`src/rtl/spi_slave_tx.sv`:
```
// spi_slave_tx: SPI slave transmit engine streaming a TX FIFO onto MISO, MSB first
module spi_slave_tx #(
    parameter int               WIDTH = 8,
    parameter int               DEPTH = 4,
    parameter bit               CPOL  = 1'b0,
    parameter bit               CPHA  = 1'b0,
    parameter logic [WIDTH-1:0] FILL  = {{(WIDTH-1){1'b0}}, 1'b1}
) (
    input  logic                       clk,
    input  logic                       rst_n,
    input  logic                       SCK,
    input  logic                       SSEL,
    output logic                       MISO,
    input  logic [WIDTH-1:0]           tx_data,
    input  logic                       tx_valid,
    output logic                       tx_ready,
    output logic [$clog2(DEPTH+1)-1:0] level,
    output logic                       word_sent,
    output logic                       underflow,
    output logic                       aborted
);
    localparam int CW = $clog2(WIDTH);
    localparam int PW = $clog2(DEPTH);
    localparam int LW = $clog2(DEPTH+1);

    logic [2:0]       sck_q, sck_d, ssel_q, ssel_d;
    logic             init_q, init_d, armed_q, armed_d;
    logic [CW-1:0]    cnt_q, cnt_d;
    logic [WIDTH-1:0] sr_q, sr_d;
    logic [WIDTH-1:0] mem_q [DEPTH];
    logic [WIDTH-1:0] mem_d [DEPTH];
    logic [PW-1:0]    rd_q, rd_d, wr_q, wr_d;
    logic [LW-1:0]    level_q, level_d;
    logic             ready_q, ready_d;
    logic             word_sent_q, word_sent_d, underflow_q, underflow_d, aborted_q, aborted_d;
    logic             lead, trail, active, start, stop, sample, launch, load, empty, push, pop;

    // Edge/select decode; frames only start once SSEL has been seen high after reset
    always_comb begin
        lead   = (sck_q[2] == CPOL) && (sck_q[1] != CPOL);
        trail  = (sck_q[2] != CPOL) && (sck_q[1] == CPOL);
        active = armed_q & ~ssel_q[1];
        start  = armed_q & ssel_q[2] & ~ssel_q[1];
        stop   = armed_q & ~ssel_q[2] & ssel_q[1];
        sample = active & (CPHA ? trail : lead);
        launch = active & (CPHA ? lead : trail);
        load   = (launch & (cnt_q == '0)) | (~CPHA & start);
        empty  = (level_q == '0);
        push   = tx_valid & ready_q;
        pop    = load & ~empty;
    end

    // Next-state for synchronisers, bit counter, shifter, FIFO and status pulses
    always_comb begin
        sck_d       = {sck_q[1:0], SCK};
        ssel_d      = {ssel_q[1:0], SSEL};
        init_d      = 1'b1;
        armed_d     = armed_q | (init_q & ssel_q[0]);
        cnt_d       = stop ? '0 : sample ? ((cnt_q == CW'(WIDTH-1)) ? '0 : cnt_q + 1'b1) : cnt_q;
        sr_d        = load ? (empty ? FILL : mem_q[rd_q]) : launch ? {sr_q[WIDTH-2:0], 1'b1} : sr_q;
        mem_d       = mem_q;
        if (push) mem_d[wr_q] = tx_data;
        rd_d        = rd_q + PW'(pop);
        wr_d        = wr_q + PW'(push);
        level_d     = level_q + LW'(push) - LW'(pop);
        ready_d     = level_d < LW'(DEPTH);
        word_sent_d = sample & (cnt_q == CW'(WIDTH-1));
        underflow_d = load & empty;
        aborted_d   = stop & (cnt_q != '0);
    end

    // Control and datapath state with asynchronous reset
    always_ff @(posedge clk or negedge rst_n) begin
        if (!rst_n) begin
            sck_q       <= {3{CPOL}};
            ssel_q      <= 3'b111;
            init_q      <= 1'b0;
            armed_q     <= 1'b0;
            cnt_q       <= '0;
            sr_q        <= '1;
            rd_q        <= '0;
            wr_q        <= '0;
            level_q     <= '0;
            ready_q     <= 1'b1;
            word_sent_q <= 1'b0;
            underflow_q <= 1'b0;
            aborted_q   <= 1'b0;
        end else begin
            sck_q       <= sck_d;
            ssel_q      <= ssel_d;
            init_q      <= init_d;
            armed_q     <= armed_d;
            cnt_q       <= cnt_d;
            sr_q        <= sr_d;
            rd_q        <= rd_d;
            wr_q        <= wr_d;
            level_q     <= level_d;
            ready_q     <= ready_d;
            word_sent_q <= word_sent_d;
            underflow_q <= underflow_d;
            aborted_q   <= aborted_d;
        end
    end

    // FIFO storage needs no reset; level and pointers define its contents
    always_ff @(posedge clk) begin
        mem_q <= mem_d;
    end

    assign MISO      = active ? sr_q[WIDTH-1] : 1'b1;
    assign tx_ready  = ready_q;
    assign level     = level_q;
    assign word_sent = word_sent_q;
    assign underflow = underflow_q;
    assign aborted   = aborted_q;
endmodule

```
`config.mk`:
```
export PLATFORM = sky130hd
export DESIGN_NAME = spi_slave_tx
export DESIGN_NICKNAME = d
export VERILOG_FILES = /design/src/rtl/spi_slave_tx.sv
export SDC_FILE = /design/constraint.sdc
export NUM_CORES = 1
export LEC_CHECK = 0
export ABC_AREA = 1
export CAP_MARGIN = 20
export CORE_MARGIN = 2
export CORE_UTILIZATION = 50
export CTS_CLUSTER_DIAMETER = 100
export CTS_CLUSTER_SIZE = 16
export DETAILED_ROUTE_END_ITERATION = 7
export GPL_ROUTABILITY_DRIVEN = 0
export PLACE_DENSITY = 0.67
export SLEW_MARGIN = 5
export SYNTH_ARGS = -nofsm -noshare
export SYNTH_HDL_FRONTEND = slang
export SYNTH_SLANG_ARGS = --single-unit
```
`constraint.sdc`:
```
create_clock -name clk -period 2.4 [get_ports clk]
set_input_delay 0.48 -clock clk [delete_from_list [all_inputs] [get_ports clk]]
set_output_delay 0.48 -clock clk [all_outputs]
set_load 0.01 [all_outputs]
```
==> qor.txt, run 1 <==
Die Width: 77.9 microns
Clock network power share: 29.2%
Cts repair resizes: 0
DR DRC count: 0
Post-synthesis adder-cell area fraction: 3.03%
RSZ-0062 raised after global routing: no
Setup TNS Final: 0 ns
Most area-hungry cell type in the Yosys netlist: edfxtp_1
Nets: 303
CP cell instances: inv_1, ha_1, inv_1, nor2_2, nor2_4, nor2_8, nand2_1, xor2_1, ha_1, inv_1, fa_1, xor2_1, inv_1
Starting Density: 52.8%
# diodes: 0
Final worst slack: 0.247 ns
Post-route cell area: 3260 sq um
Simple-Gate Fraction of Synth Area: 19.0%
Worst Skew: 0.00979 ns
FMAX: 464 MHz
Complex-gate fraction of the synthesized area: 4.13%
Syn-to-layout area delta: 19.3%
Final hold vios: 0
Distinct cells, synth: 29
Status: finished, final reports clean
Flop2flop setup slack: 0.25 ns
Slew Limit Fails: 0
CTS tree: done
Synth cell count leaders: nand2_1, inv_1, edfxtp_1
Multi-input logic area: 762 sq um
Synth Net Count: 269
Net Sw Frac: 31.4%
Mapped Avg Cell Area: 10.9 sq um
Crit Path Max Fanout: 3
VDD IR max: 0.679 mV
Final wirelength: 4370 microns
Most frequent CP cell: inv_1
Storage cell area: 1730 sq um
H-tree levels: 3
Later-pin clock latency in the skew report: 0.33 ns
Post-synth EDFFs: 32
Delay-heaviest family, CP: adder cells
Die height: 77.9 microns
Seq pwr share: 44.4%
NetSw: 1.08 mW
Post-route ant nets: 0
CTS buffer count: 9
Synth area leaders: edfxtp_1, dfrtp_1, dfstp_2
Synth Flop Type: edfxtp_1
Critical path class: reg -> reg
Detailed Place HPWL: 3030 microns
Core ar.: 5170 sq um
Final period util: 89.7%
Setup crit end kind: register
Port-buffer cells: 20
Vias after detailed routing: 1679
Clock Tree Buf Depth: 2
Final worst path period need: 2.15 ns
Cells after Synth: 250
CTS Hold Bufs: 0
Int Power: 2.36 mW
Critical path's slowest cell: dfrtp_1
Pre-CTS setup slack: 0.199 ns
Clock root buffer: clkbuf_8
Most common cell in the netlist: nand2_1
Filler Cell Count: 422
Worst hold path type: reg -> reg
Boundary Pins: 21
DP Area: 3020 sq um
Leak Pwr: 1.47 nW
Worst setup SP type: register
Die ar.: 6060 sq um
Final hold slack: 0.355 ns
Max incr delay on CP: 0.38 ns
Clock Pin Slew Worst Setup and Hold Paths: 0.07 ns
Synthesized flop and latch total: 62
Logic pwr share: 26.4%
Post-CTS setup buffer count: 0
Yosys top cell area share: 35.2%
Max_cap viols: 0
YS warnings: 0
Mapped Area: 2730 sq um
Power per cell area: 1060 nW/um^2
Pin count of the biggest net entering global routing: 31
XOR/XNOR share of the synthesized area: 1.60%
Crit path buf inv count: 4
GRT Overall Usage: 16.1%
Routed len/inst: 12.2 microns
GRT overflow: 0
Drt first-iter violations: 54
Worst EP arrival: 2.41 ns
Finish-stage setup viols: 0
Fraction of layout cells with a size suffix above 1: 20.1%
Final core utilization: 63.0%
Worst EP required: 2.66 ns
First-pass GRT wire length: 7360 microns
Drt via density: 4.68
Vias in the first global route: 1629
Drt first pass iters: 4
Row cnt: 26
Post-synthesis async set-or-reset flop share: 48.4%
Largest family of logic cells by synthesized area: simple AND/OR/NAND/NOR gates
Clock sinks: 62
Post-synthesis mux area share: 0%
Initial antenna violation count: 0
Register area share after synthesis: 63.3%
-- final cells by class --
| cell class | instances | area share (%) |
|---|---|---|
| clock buffer | 16 | 7.18 |
| multi-input combinational | 135 | 23.4 |
| inverter | 47 | 5.49 |
| sequential | 62 | 53.0 |
| timing repair buffer | 29 | 8.22 |
| tap | 70 | 2.69 |
-- registers in the layout (all words and copies together), names as in the netlist --
| signal | cells |
|---|---|
| mem_q | 32 |
| sr_q | 8 |
| cnt_q | 3 |
| level | 3 |
| sck_q | 3 |
| ssel_q | 3 |
| rd_q | 2 |
| wr_q | 2 |
| aborted | 1 |
| armed_q | 1 |
| init_q | 1 |
| tx_ready | 1 |
| underflow | 1 |
| word_sent | 1 |
-- cells by family after synthesis --
logic type,after synthesis
buffers and inverters,53
AO/OA/AOI/OAI,17
flip-flops,62
adder cells (fa/ha/maj),6
XOR/XNOR,5
other,1
AND/OR/NAND/NOR,106
-- final timing paths --
kind,from,to,depth (start not counted)
min reg2reg,sck_q[0]$_DFF_PN0_,sck_q[1]$_DFF_PN0_,0
min,sck_q[0]$_DFF_PN0_,sck_q[1]$_DFF_PN0_,0
max in group asynchronous,rst_n,ssel_q[2]$_DFF_PN1_,2
max,cnt_q[0]$_DFFE_PN0P_,tx_ready$_DFF_PN1_,13
min in group asynchronous,rst_n,cnt_q[1]$_DFFE_PN0P_,2
max reg2reg,cnt_q[0]$_DFFE_PN0P_,tx_ready$_DFF_PN1_,13
-- per-stage QoR --
step                      cells  total power, mW
after floorplan             250             2.19
after global placement      343             2.44
after detailed placement    343             2.47
after CTS                   359             3.47
after global routing        359             3.67
final                       359             3.44
-- cell usage in the layout, fill, tap and decap left out, types with 9 or more instances in the layout --
master	instances
buf_4	9
clkdlybuf4s50_1	20
edfxtp_1	32
inv_1	43
dfstp_2	12
nor2_1	13
nand3_1	20
dfrtp_1	18
nand2_1	54
clkbuf_8	11
-- per-layer routing --
| metal | global-route usage (%) | routed length [microns] | vias up |
|---|---|---|---|
| met5 | 0 | 0 | - |
| met4 | 6.43 | 49 | 0 |
| met3 | 5.35 | 138 | 4 |
| met2 | 26.8 | 2150 | 23 |
| met1 | 19.3 | 2040 | 792 |
| li1 | - | - | 860 |
-- power groups by stage --
| stage | registers [mW] | logic [mW] | clock network [mW] |
|---|---|---|---|
| final | 1.53 | 0.910 | 1.00 |
| after CTS | 1.53 | 0.928 | 1.02 |
| after floorplan | 1.49 | 0.704 | 0 |
| after detailed placement | 1.55 | 0.925 | 0 |
| after global placement | 1.54 | 0.899 | 0 |
| after global routing | 1.55 | 1.04 | 1.08 |
Power figures use the tool's default switching activity.
==> run 2, diff against run 1 <==
- CTS_BUF_LIST: unset -> sky130_fd_sc_hd__clkbuf_16
==> run 2 against run 1 <==
Net effect: final area rose by 2.5%; combinational power barely moved; sequential share of layout area fell by 1.3 points; die area did not move.
==> qor.txt, run 2 (synthesis results as in run 1) <==
Drt first pass iters: 4 (unchanged)
Final worst path period need: 2.15 ns (-0.000300 ns)
Most frequent cells in the layout: nand2_1, inv_1, edfxtp_1
Worst setup path startpoint: cnt_q[0]$_DFFE_PN0P_
Clock network power share: 34.6% (+5.4 points)
FMAX: 464 MHz (about the same)
Die ar.: 6060 sq um (unchanged)
Delay-heaviest family, CP: adder cells
First-pass GRT wire length: 7440 microns (+1.1%)
Largest register FFs: 32 (unchanged)
Top reg by flops: mem_q
Worst EP required: 2.65 ns (about the same)
Hold_sp: sck_q[0]$_DFF_PN0_
Filler Cell Count: 402 (-4.7%)
Int Power: 2.61 mW (+11%)
Boundary Pins: 21 (unchanged)
H-tree levels: 3 (unchanged)
Nets: 303 (unchanged)
Final wirelength: 4360 microns (-0.25%)
Core ar.: 5170 sq um (unchanged)
Flop2flop setup slack: 0.25 ns (about the same)
Logic pwr share: 24.3% (-2.1 points)
Max incr delay on CP: 0.37 ns (about the same)
Critical Path Stages: 13 (unchanged)
Final hold vios: 0 (unchanged)
Worst Setup EP: tx_ready$_DFF_PN1_
R2r endpoint: tx_ready$_DFF_PN1_
CTS Hold Bufs: 0 (unchanged)
GRT Overall Usage: 16.4% (+0.28 points)
Pin count of the biggest net entering global routing: 31 (unchanged)
Die height: 77.9 microns (unchanged)
# diodes: 0 (unchanged)
Finish-stage setup viols: 0 (unchanged)
Setup crit end kind: register
Crit path buf inv count: 4 (unchanged)
Starting Density: 52.8% (unchanged)
Row cnt: 26 (unchanged)
Syn-to-layout area delta: 22.3%
Status: finished, final reports clean
Final period util: 89.7% (about the same)
Drt via density: 4.67 (-0.12%)
Most common cell after layout, fill and taps aside: nand2_1
Clock sinks: 62 (unchanged)
CTS buffer count: 9 (unchanged)
CP cell instances: inv_1, ha_1, inv_1, nor2_2, nor2_4, nor2_8, nand2_1, xor2_1, ha_1, inv_1, fa_1, xor2_1, inv_1
Critical path class: reg -> reg
Post-route ant nets: 0 (unchanged)
NetSw: 1.11 mW (+3.0%)
Setup TNS Final: 0 ns (unchanged)
Die Width: 77.9 microns (unchanged)
Worst hold path type: reg -> reg
RR Startpoint: cnt_q[0]$_DFFE_PN0P_
Fraction of layout cells with a size suffix above 1: 19.4% (-0.69 points)
Largest registers: mem_q x32, sr_q x8
Most frequent CP cell: inv_1
Port-buffer cells: 20 (unchanged)
Power per cell area: 1120 nW/um^2 (+5.6%)
RSZ-0062 raised after global routing: no
Leak Pwr: 1.51 nW (+2.9%)
Vias in the first global route: 1649 (+1.2%)
Slew Limit Fails: 0 (unchanged)
Crit Path Max Fanout: 3 (unchanged)
Critical path's slowest cell: dfrtp_1
Post-CTS setup buffer count: 0 (unchanged)
Final hold slack: 0.352 ns (-0.00366 ns)
CTS tree: done
Later-pin clock latency in the skew report: 0.32 ns (about the same)
GRT overflow: 0 (unchanged)
Clock Pin Slew Worst Setup and Hold Paths: 0.05 ns (-0.02 ns)
Drt first-iter violations: 79 (+46%)
Routed len/inst: 12.2 microns (-0.25%)
Seq pwr share: 41.1% (-3.3 points)
Initial antenna violation count: 0 (unchanged)
VDD IR max: 0.751 mV (+11%)
Worst Skew: 0.00638 ns (-0.00341 ns)
Detailed Place HPWL: 3030 microns (unchanged)
Worst EP arrival: 2.40 ns (about the same)
Clock root buffer: clkbuf_16
Net Sw Frac: 29.8% (-1.5 points)
Clock Tree Buf Depth: 2 (unchanged)
Worst setup SP type: register
DR DRC count: 0 (unchanged)
Cts repair resizes: 0 (unchanged)
Vias after detailed routing: 1677 (-0.12%)
R2r worst-path depth: 13 (unchanged)
Max_cap viols: 0 (unchanged)
[run 2: cell count changes in the layout (fill, tap and decap cells not counted), sizes merged]
| cell | before | now |
|---|---|---|
| clkinv | 1 | 3 |
| inv | 46 | 48 |
| clkbuf | 16 | 12 |
[run 2: worst min-delay path by stage]
stage	to	slack [ns]	cells after the start
2_1_floorplan	aborted$_DFF_PN0_	0.18	0
3_3_place_gp	sck_q[1]$_DFF_PN0_	0.33	0
3_5_place_dp	sck_q[1]$_DFF_PN0_	0.34	0
4_1_cts	sck_q[1]$_DFF_PN0_	0.35	0
5_1_grt	sck_q[1]$_DFF_PN0_	0.37	0
6_report	sck_q[1]$_DFF_PN0_	0.35	0
[run 2: power groups by stage]
stage	sequential, mW	clock [mW]	combinational, mW
floorplan	1.49	0	0.704
global route	1.55	1.38	1.03
finish	1.53	1.29	0.907
global placement	1.54	0	0.899
CTS	1.53	1.31	0.927
detailed placement	1.55	0	0.925
[run 2: final cells by class]
| cell class | instances | area, sq um | share of cell area [%] |
|---|---|---|---|
| Clock buffer | 12 | 300 | 9.00 |
| Clock inverter | 4 | 15.0 | 0.450 |
| Inverter | 47 | 179 | 5.36 |
| Sequential cell | 62 | 1730 | 51.7 |
| Tap cell | 70 | 87.6 | 2.62 |
| Timing Repair Buffer | 29 | 268 | 8.02 |
| Multi-Input combinational cell | 135 | 762 | 22.8 |
[run 2: per-stage QoR]
| stage | instances | power, mW | area [sq um] | setup WS, ns | util (%) |
|---|---|---|---|---|---|
| 2_1_floorplan | 250 | 2.19 | 2730 | 0.336 | - |
| 3_3_place_gp | 343 | 2.44 | 3020 | 0.275 | 58.4 |
| 3_5_place_dp | 343 | 2.47 | 3020 | 0.199 | 58.4 |
| 4_1_cts | 359 | 3.77 | 3340 | 0.222 | 64.5 |
| 5_1_grt | 359 | 3.97 | 3340 | 0.00558 | 64.5 |
| 6_report | 359 | 3.73 | 3340 | 0.247 | 64.5 |
[run 2: layer usage]
metal  track usage (%)  part of all wire, %  up-vias  routed length, microns
met4              8.04                  2.1        0                      93
met3              5.70                  3.8        9                     164
li1                  -                    -      859                       -
met2              26.6                   49       22                    2130
met5                 0                    0        -                       0
met1              19.5                   45      787                    1980
